**config.mk**
```make
export PLATFORM = sky130hd
export DESIGN_NAME = lfsr_modulator_flat
export DESIGN_NICKNAME = d
export VERILOG_FILES = /design/src/rtl/lfsr_modulator_if.sv /design/src/rtl/lfsr_modulator.sv /design/src/flat_wrapper.sv
export SDC_FILE = /design/constraint.sdc
export NUM_CORES = 1
export LEC_CHECK = 0
export ABC_AREA = 1
export CORE_MARGIN = 5
export CORE_UTILIZATION = 52
export CTS_CLUSTER_DIAMETER = 200
export DETAILED_ROUTE_END_ITERATION = 10
export PLACE_DENSITY_LB_ADDON = 0.12
export SLEW_MARGIN = 30
export SYNTH_ARGS = -nofsm -noshare
export SYNTH_HDL_FRONTEND = slang
export SYNTH_SLANG_ARGS = --single-unit
```
**constraint.sdc**
```tcl
create_clock -name fast_clk -period 1.9 [get_ports fast_clk]
set_clock_uncertainty 0.1 [all_clocks]
set_input_delay 0.38 -clock fast_clk [delete_from_list [all_inputs] [get_ports fast_clk]]
set_output_delay 0.38 -clock fast_clk [all_outputs]
set_load 0.005 [all_outputs]
```
**src/rtl/lfsr_modulator_if.sv**
```systemverilog
// Signal bundle between the slow-to-fast synchronizer/DDS side and the modulation stage.
// The master drives data, samples and the mode request. The slave returns the modulated output and status.
interface lfsr_modulator_if #(
   parameter int SAMPLE_W = 12,
   parameter int CNT_W    = 16
);
   logic                       data_bit;
   logic                       sample_en;
   logic signed [SAMPLE_W-1:0] sin_in;
   logic signed [SAMPLE_W-1:0] fsk_in;
   logic [1:0]                 mode_req;
   logic signed [SAMPLE_W-1:0] mod_out;
   logic                       mod_valid;
   logic [1:0]                 cur_mode;
   logic                       bit_edge;
   logic [CNT_W-1:0]           symbol_count;

   modport master (
      output data_bit, sample_en, sin_in, fsk_in, mode_req,
      input  mod_out, mod_valid, cur_mode, bit_edge, symbol_count
   );

   modport slave (
      input  data_bit, sample_en, sin_in, fsk_in, mode_req,
      output mod_out, mod_valid, cur_mode, bit_edge, symbol_count
   );
endinterface

```
**src/rtl/lfsr_modulator.sv**
```systemverilog
// Fast-domain ASK/FSK/BPSK/carrier modulator driven by the synchronized LFSR bit.
// A new mode is applied only when the data bit changes, so each symbol keeps a single mode from start to end.
module lfsr_modulator #(
   parameter int SAMPLE_W = 12,
   parameter int CNT_W    = 16
) (
   input logic             fast_clk,
   input logic             rst_n,
   lfsr_modulator_if.slave bus
);
   typedef enum logic [0:0] {
      WAIT_EDGE = 1'b0,
      RUN       = 1'b1
   } state_t;

   localparam logic [CNT_W-1:0]           CNT_ONE  = {{(CNT_W-1){1'b0}}, 1'b1};
   localparam logic [CNT_W-1:0]           CNT_MAX  = {CNT_W{1'b1}};
   localparam logic signed [SAMPLE_W-1:0] SAMP_MIN = {1'b1, {(SAMPLE_W-1){1'b0}}};
   localparam logic signed [SAMPLE_W-1:0] SAMP_MAX = {1'b0, {(SAMPLE_W-1){1'b1}}};
   localparam logic signed [SAMPLE_W-1:0] SAMP_ZERO = {SAMPLE_W{1'b0}};

   // The most negative sample has no positive counterpart, so its negation clamps to full scale.
   function automatic logic signed [SAMPLE_W-1:0] neg_sat(input logic signed [SAMPLE_W-1:0] x);
      if (x == SAMP_MIN) begin
         return SAMP_MAX;
      end else begin
         return -x;
      end
   endfunction

   state_t                     state_q, state_d;
   logic                       data_q;
   logic                       bit_edge_q;
   logic [1:0]                 cur_mode_q, cur_mode_d;
   logic [CNT_W-1:0]           count_q, count_d;
   logic                       edge_s;

   logic                       s1_valid_q;
   logic signed [SAMPLE_W-1:0] s1_sin_q;
   logic signed [SAMPLE_W-1:0] s1_fsk_q;
   logic                       s1_bit_q;
   logic [1:0]                 s1_mode_q;
   logic                       s1_run_q;

   logic signed [SAMPLE_W-1:0] mod_out_q, mod_out_d;
   logic                       mod_valid_q;

   // Edge detection plus next-state for FSM, applied mode and saturating symbol count
   always_comb begin
      edge_s     = (bus.data_bit != data_q);
      state_d    = state_q;
      cur_mode_d = cur_mode_q;
      count_d    = count_q;
      case (state_q)
         WAIT_EDGE: begin
            if (edge_s) begin
               state_d = RUN;
            end else begin
               state_d = WAIT_EDGE;
            end
         end
         RUN:     state_d = RUN;
         default: state_d = WAIT_EDGE;
      endcase
      if (edge_s) begin
         cur_mode_d = bus.mode_req;
      end else begin
         cur_mode_d = cur_mode_q;
      end
      if (edge_s && (count_q != CNT_MAX)) begin
         count_d = count_q + CNT_ONE;
      end else begin
         count_d = count_q;
      end
   end

   // Control FSM with registered edge pulse, mode and count
   always_ff @(posedge fast_clk) begin
      if (!rst_n) begin
         state_q    <= WAIT_EDGE;
         data_q     <= 1'b0;
         bit_edge_q <= 1'b0;
         cur_mode_q <= 2'b00;
         count_q    <= {CNT_W{1'b0}};
      end else begin
         state_q    <= state_d;
         data_q     <= bus.data_bit;
         bit_edge_q <= edge_s;
         cur_mode_q <= cur_mode_d;
         count_q    <= count_d;
      end
   end

   // Stage-2 modulation from the snapshot captured in stage 1
   always_comb begin
      mod_out_d = SAMP_ZERO;
      if (!s1_run_q) begin
         mod_out_d = SAMP_ZERO;
      end else begin
         case (s1_mode_q)
            2'b00:   mod_out_d = s1_bit_q ? s1_sin_q : SAMP_ZERO;
            2'b01:   mod_out_d = s1_bit_q ? s1_fsk_q : s1_sin_q;
            2'b10:   mod_out_d = s1_bit_q ? s1_sin_q : neg_sat(s1_sin_q);
            2'b11:   mod_out_d = s1_sin_q;
            default: mod_out_d = SAMP_ZERO;
         endcase
      end
   end

   // Stage 1 snapshots the pre-edge mode/state; stage 2 registers the output
   always_ff @(posedge fast_clk) begin
      if (!rst_n) begin
         s1_valid_q  <= 1'b0;
         s1_sin_q    <= SAMP_ZERO;
         s1_fsk_q    <= SAMP_ZERO;
         s1_bit_q    <= 1'b0;
         s1_mode_q   <= 2'b00;
         s1_run_q    <= 1'b0;
         mod_valid_q <= 1'b0;
         mod_out_q   <= SAMP_ZERO;
      end else begin
         s1_valid_q <= bus.sample_en;
         if (bus.sample_en) begin
            s1_sin_q  <= bus.sin_in;
            s1_fsk_q  <= bus.fsk_in;
            s1_bit_q  <= bus.data_bit;
            s1_mode_q <= cur_mode_q;
            s1_run_q  <= (state_q == RUN);
         end else begin
            s1_sin_q  <= s1_sin_q;
            s1_fsk_q  <= s1_fsk_q;
            s1_bit_q  <= s1_bit_q;
            s1_mode_q <= s1_mode_q;
            s1_run_q  <= s1_run_q;
         end
         mod_valid_q <= s1_valid_q;
         if (s1_valid_q) begin
            mod_out_q <= mod_out_d;
         end else begin
            mod_out_q <= mod_out_q;
         end
      end
   end

   assign bus.mod_out      = mod_out_q;
   assign bus.mod_valid    = mod_valid_q;
   assign bus.cur_mode     = cur_mode_q;
   assign bus.bit_edge     = bit_edge_q;
   assign bus.symbol_count = count_q;
endmodule

```
**src/flat_wrapper.sv**
```systemverilog
// flat-port wrapper written by rule: the top's interface ports become plain ports
module lfsr_modulator_flat 
#(
   parameter int SAMPLE_W = 12,
   parameter int CNT_W    = 16
)
  (fast_clk, rst_n, bus_data_bit, bus_sample_en, bus_sin_in, bus_fsk_in, bus_mode_req, bus_mod_out, bus_mod_valid, bus_cur_mode, bus_bit_edge, bus_symbol_count);
  lfsr_modulator_if #(.SAMPLE_W(SAMPLE_W), .CNT_W(CNT_W)) bus_i ();
  input logic fast_clk;
  input logic rst_n;
  input wire logic [$bits(bus_i.data_bit)-1:0] bus_data_bit;
  input wire logic [$bits(bus_i.sample_en)-1:0] bus_sample_en;
  input wire logic [$bits(bus_i.sin_in)-1:0] bus_sin_in;
  input wire logic [$bits(bus_i.fsk_in)-1:0] bus_fsk_in;
  input wire logic [$bits(bus_i.mode_req)-1:0] bus_mode_req;
  output wire logic [$bits(bus_i.mod_out)-1:0] bus_mod_out;
  output wire logic [$bits(bus_i.mod_valid)-1:0] bus_mod_valid;
  output wire logic [$bits(bus_i.cur_mode)-1:0] bus_cur_mode;
  output wire logic [$bits(bus_i.bit_edge)-1:0] bus_bit_edge;
  output wire logic [$bits(bus_i.symbol_count)-1:0] bus_symbol_count;
  assign bus_i.data_bit = bus_data_bit;
  assign bus_i.sample_en = bus_sample_en;
  assign bus_i.sin_in = bus_sin_in;
  assign bus_i.fsk_in = bus_fsk_in;
  assign bus_i.mode_req = bus_mode_req;
  assign bus_mod_out = bus_i.mod_out;
  assign bus_mod_valid = bus_i.mod_valid;
  assign bus_cur_mode = bus_i.cur_mode;
  assign bus_bit_edge = bus_i.bit_edge;
  assign bus_symbol_count = bus_i.symbol_count;
  lfsr_modulator #(.SAMPLE_W(SAMPLE_W), .CNT_W(CNT_W)) u_core (.fast_clk(fast_clk), .rst_n(rst_n), .bus(bus_i));
endmodule
```
==> results.ini <==
[layout]
drive_gt1_share_pct=11.2
stdcell_count=611
fin_area_sq_um=4160
post-route-util_pct=70.2
area_growth_pct=31.1
nets=563
diodes=0

[power_and_ir_drop]
p_leak_nw=1.60
clock_power_share_pct=37.8
switchingPower_uw=891
p_sw_share_pct=28.8
peakVddDrop_mv=0.547
combPwrFrac_pct=15.7
seqPwrFrac_pct=46.5
power_density_nw_per_um2=744
power.internal_mw=2.20
report.power.total_mw=3.09

[yosys]
yosysSeqAreaShare_pct=39.8
synth-seq-cells=63
synthMuxAreaShare_pct=0
synthTopCellsByArea=dfxtp_1 40%, nand2_1 9.9%, a21oi_1 9.6%, o21ai_0 8.8%, nor2_1 5.3%
synth_xor_area_share_pct=1.66
synth_adder_area_share_pct=0.789
synth.largest_area_cell=dfxtp_1
synth-simple-area-share_pct=26.2
synth_top_family_by_area=simple AND/OR/NAND/NOR gates
synth.distinct_cells=32
netlist_area_sq_um=3170
synth_compound_area_share_pct=22.9
postSynthCellCount=457
yosys.area.top_type_share_pct=39.8
ys_warn_count=0
synth_area_per_cell_sq_um=6.94
syn-num-nets=489

[worst_setup_path]
timing.rr.start=u_core.s1_sin_q[1]$_SDFFE_PN0P_
critPathMaxFanout=5
worstPathArrival_ps=1310
cpPeakStageDelay_ps=540
critPathKind=reg -> out
cp-end-kind=primary output
reg2reg_depth=10
r2r_end=u_core.bus.mod_out[8]$_SDFFE_PN0P_
crit_buf_inv=1
crit_start=u_core.bus.symbol_count[11]$_SDFFE_PN0P_
crit_cells=1
cpLargestDelayFamily=buffers and inverters
cp-start-kind=register
path_cells=clkdlybuf4s50_1
cp.required_ps=1420
critical_path.endpoint=bus_symbol_count[11]
r2r_slack_ps=140
cp_slowest_cell=clkdlybuf4s50_1

[route]
antenna_left=0
first_pass_iters=5
drt_iter0_drc=242
drc_errors=0
drt-total-wl_um=8720
viasPerCell=5.45
vias=3332
avgRoutedWirePerCell_um=14.3

[placement]
placed_cells=594
hpwl_um=6530
place_area_sq_um=3940
place_congestion=1.02
pre_cts_ws_ps=-63.4
io_buffers=61

[floorplanning]
num_rows=28
start_util_pct=53.6
dieArea_sq_um=7760
num_io_pins=62
die_x_um=88.1
die_h_um=88.1
core_sq_um=5920

[sta]
setup_viol=0
rsz0062_at_grt=no
fmax_mhz=557
period_minus_slack_ps=1790
setup-tns-final_ps=0
hold_viol=0
setup_ws_ps=106
slew_violations=0
max_slew_margin_pct=75.5
min_period_over_period_pct=94.4
tightest_slew_ps=367
whs_ps=360

[grt]
grtUsageTotal_pct=24.2
grt_max_degree=42
first_global_vias=3253
grt_pass1_wl_um=14700
antenna_found_initial=0
grt.overflow.total=0

[min_path]
holdCritPathClass=reg -> reg

[clock_network]
cts_tree=yes
cts_buffers=9
clock_path_buffers=2
ctsHoldBuffers=0
htree_levels=3
path_clk_slew_ps=80
cts_sinks=63
root_buffer=clkbuf_8
clk_latency_ps=360

[status]
outcome=finished clean

[job]
maxCapViolCount=0

==> cell families after synthesis <==
logic type | count (synthesis)
simple gates | 183
flops | 63
fa+ha+maj | 2
xor+xnor | 6
buf+inv | 69
compound gates | 134
==> routing by layer <==
| metal | global-route usage, % | vias up | share of wire [%] |
|---|---|---|---|
| met5 | 0 | - | 0 |
| met4 | 8.10 | 0 | 1.4 |
| met3 | 6.40 | 11 | 6.0 |
| met2 | 39.5 | 107 | 49 |
| met1 | 31.2 | 1544 | 44 |
| li1 | - | 1670 | - |
==> synthesized netlist by cell type, drive strengths merged <==
cell type,instances
a21oi,64
nor2,51
ha,2
nand4,5
or2,1
o21bai,1
a221oi,5
buf,5
clkinv,2
clkbuf,12
nor3,14
inv,50
dfxtp,63
xor2,6
nand3b,1
o311a,1
o211ai,4
o21ai,59
nand3,23
nand2,88
==> placed cells by master, fill, tap and decap left out, drive strengths merged, types with 2 or more instances in the layout <==
cell type | netlist | final
buf | 5 | 19
nand4 | 5 | 5
ha | 2 | 2
nor3 | 14 | 14
xor2 | 6 | 6
inv | 50 | 51
dfxtp | 63 | 63
a21oi | 64 | 64
o211ai | 4 | 4
nand3 | 23 | 23
clkdlybuf4s50 | 0 | 61
clkinv | 2 | 5
o21ai | 59 | 59
a221oi | 5 | 5
nor2 | 51 | 51
nand2 | 88 | 88
clkbuf | 12 | 9
clkinvlp | 0 | 2
==> state kept, by name (all words and copies together) (netlist names) <==
register,flops
u_core.s1_mode_q,2
u_core.bus.mod_out,12
u_core.s1_bit_q,1
u_core.s1_sin_q,12
u_core.bus.symbol_count,16
u_core.state_q,1
u_core.bus.cur_mode,2
u_core.bus.bit_edge,1
u_core.s1_valid_q,1
u_core.data_q,1
u_core.s1_fsk_q,12
u_core.s1_run_q,1
u_core.bus.mod_valid,1
==> worst min-delay path by stage <==
stage,start,end,slack (ps),cells past startpoint
after floorplan,u_core.s1_valid_q$_SDFF_PN0_,u_core.bus.mod_valid$_SDFF_PN0_,320,2
after global placement,u_core.s1_fsk_q[3]$_SDFFE_PN0P_,u_core.s1_fsk_q[3]$_SDFFE_PN0P_,350,2
after detailed placement,u_core.s1_valid_q$_SDFF_PN0_,u_core.bus.mod_valid$_SDFF_PN0_,350,2
after CTS,u_core.s1_valid_q$_SDFF_PN0_,u_core.bus.mod_valid$_SDFF_PN0_,360,2
after global routing,u_core.bus.mod_out[9]$_SDFFE_PN0P_,u_core.bus.mod_out[9]$_SDFFE_PN0P_,390,2
final,u_core.s1_valid_q$_SDFF_PN0_,u_core.bus.mod_valid$_SDFF_PN0_,360,2
==> layout make-up <==
cell class	instances	area, sq um
Inverter	52	195
Clock buffer	9	124
Timing Repair Buffer	80	766
Tap cell	75	93.8
Fill cell	533	1770
Multi-Input combinational cell	325	1640
Sequential cell	63	1260
Clock inverter	7	72.6
==> power groups by stage <==
stage	clock [mW]	sequential (mW)	combinational, mW
global placement	0	1.46	0.466
detailed placement	0	1.46	0.477
finish	1.17	1.44	0.486
global route	1.26	1.44	0.547
CTS	1.18	1.43	0.480
floorplan	0	1.45	0.291
==> timing repair <==
action / 4_1_cts / 5_1_grt
setup buffers: 0 / 1
resized for setup: 0 / 2
setup endpoints to repair: 0 / 4
No activity file was read; power rests on OpenSTA's default activity.
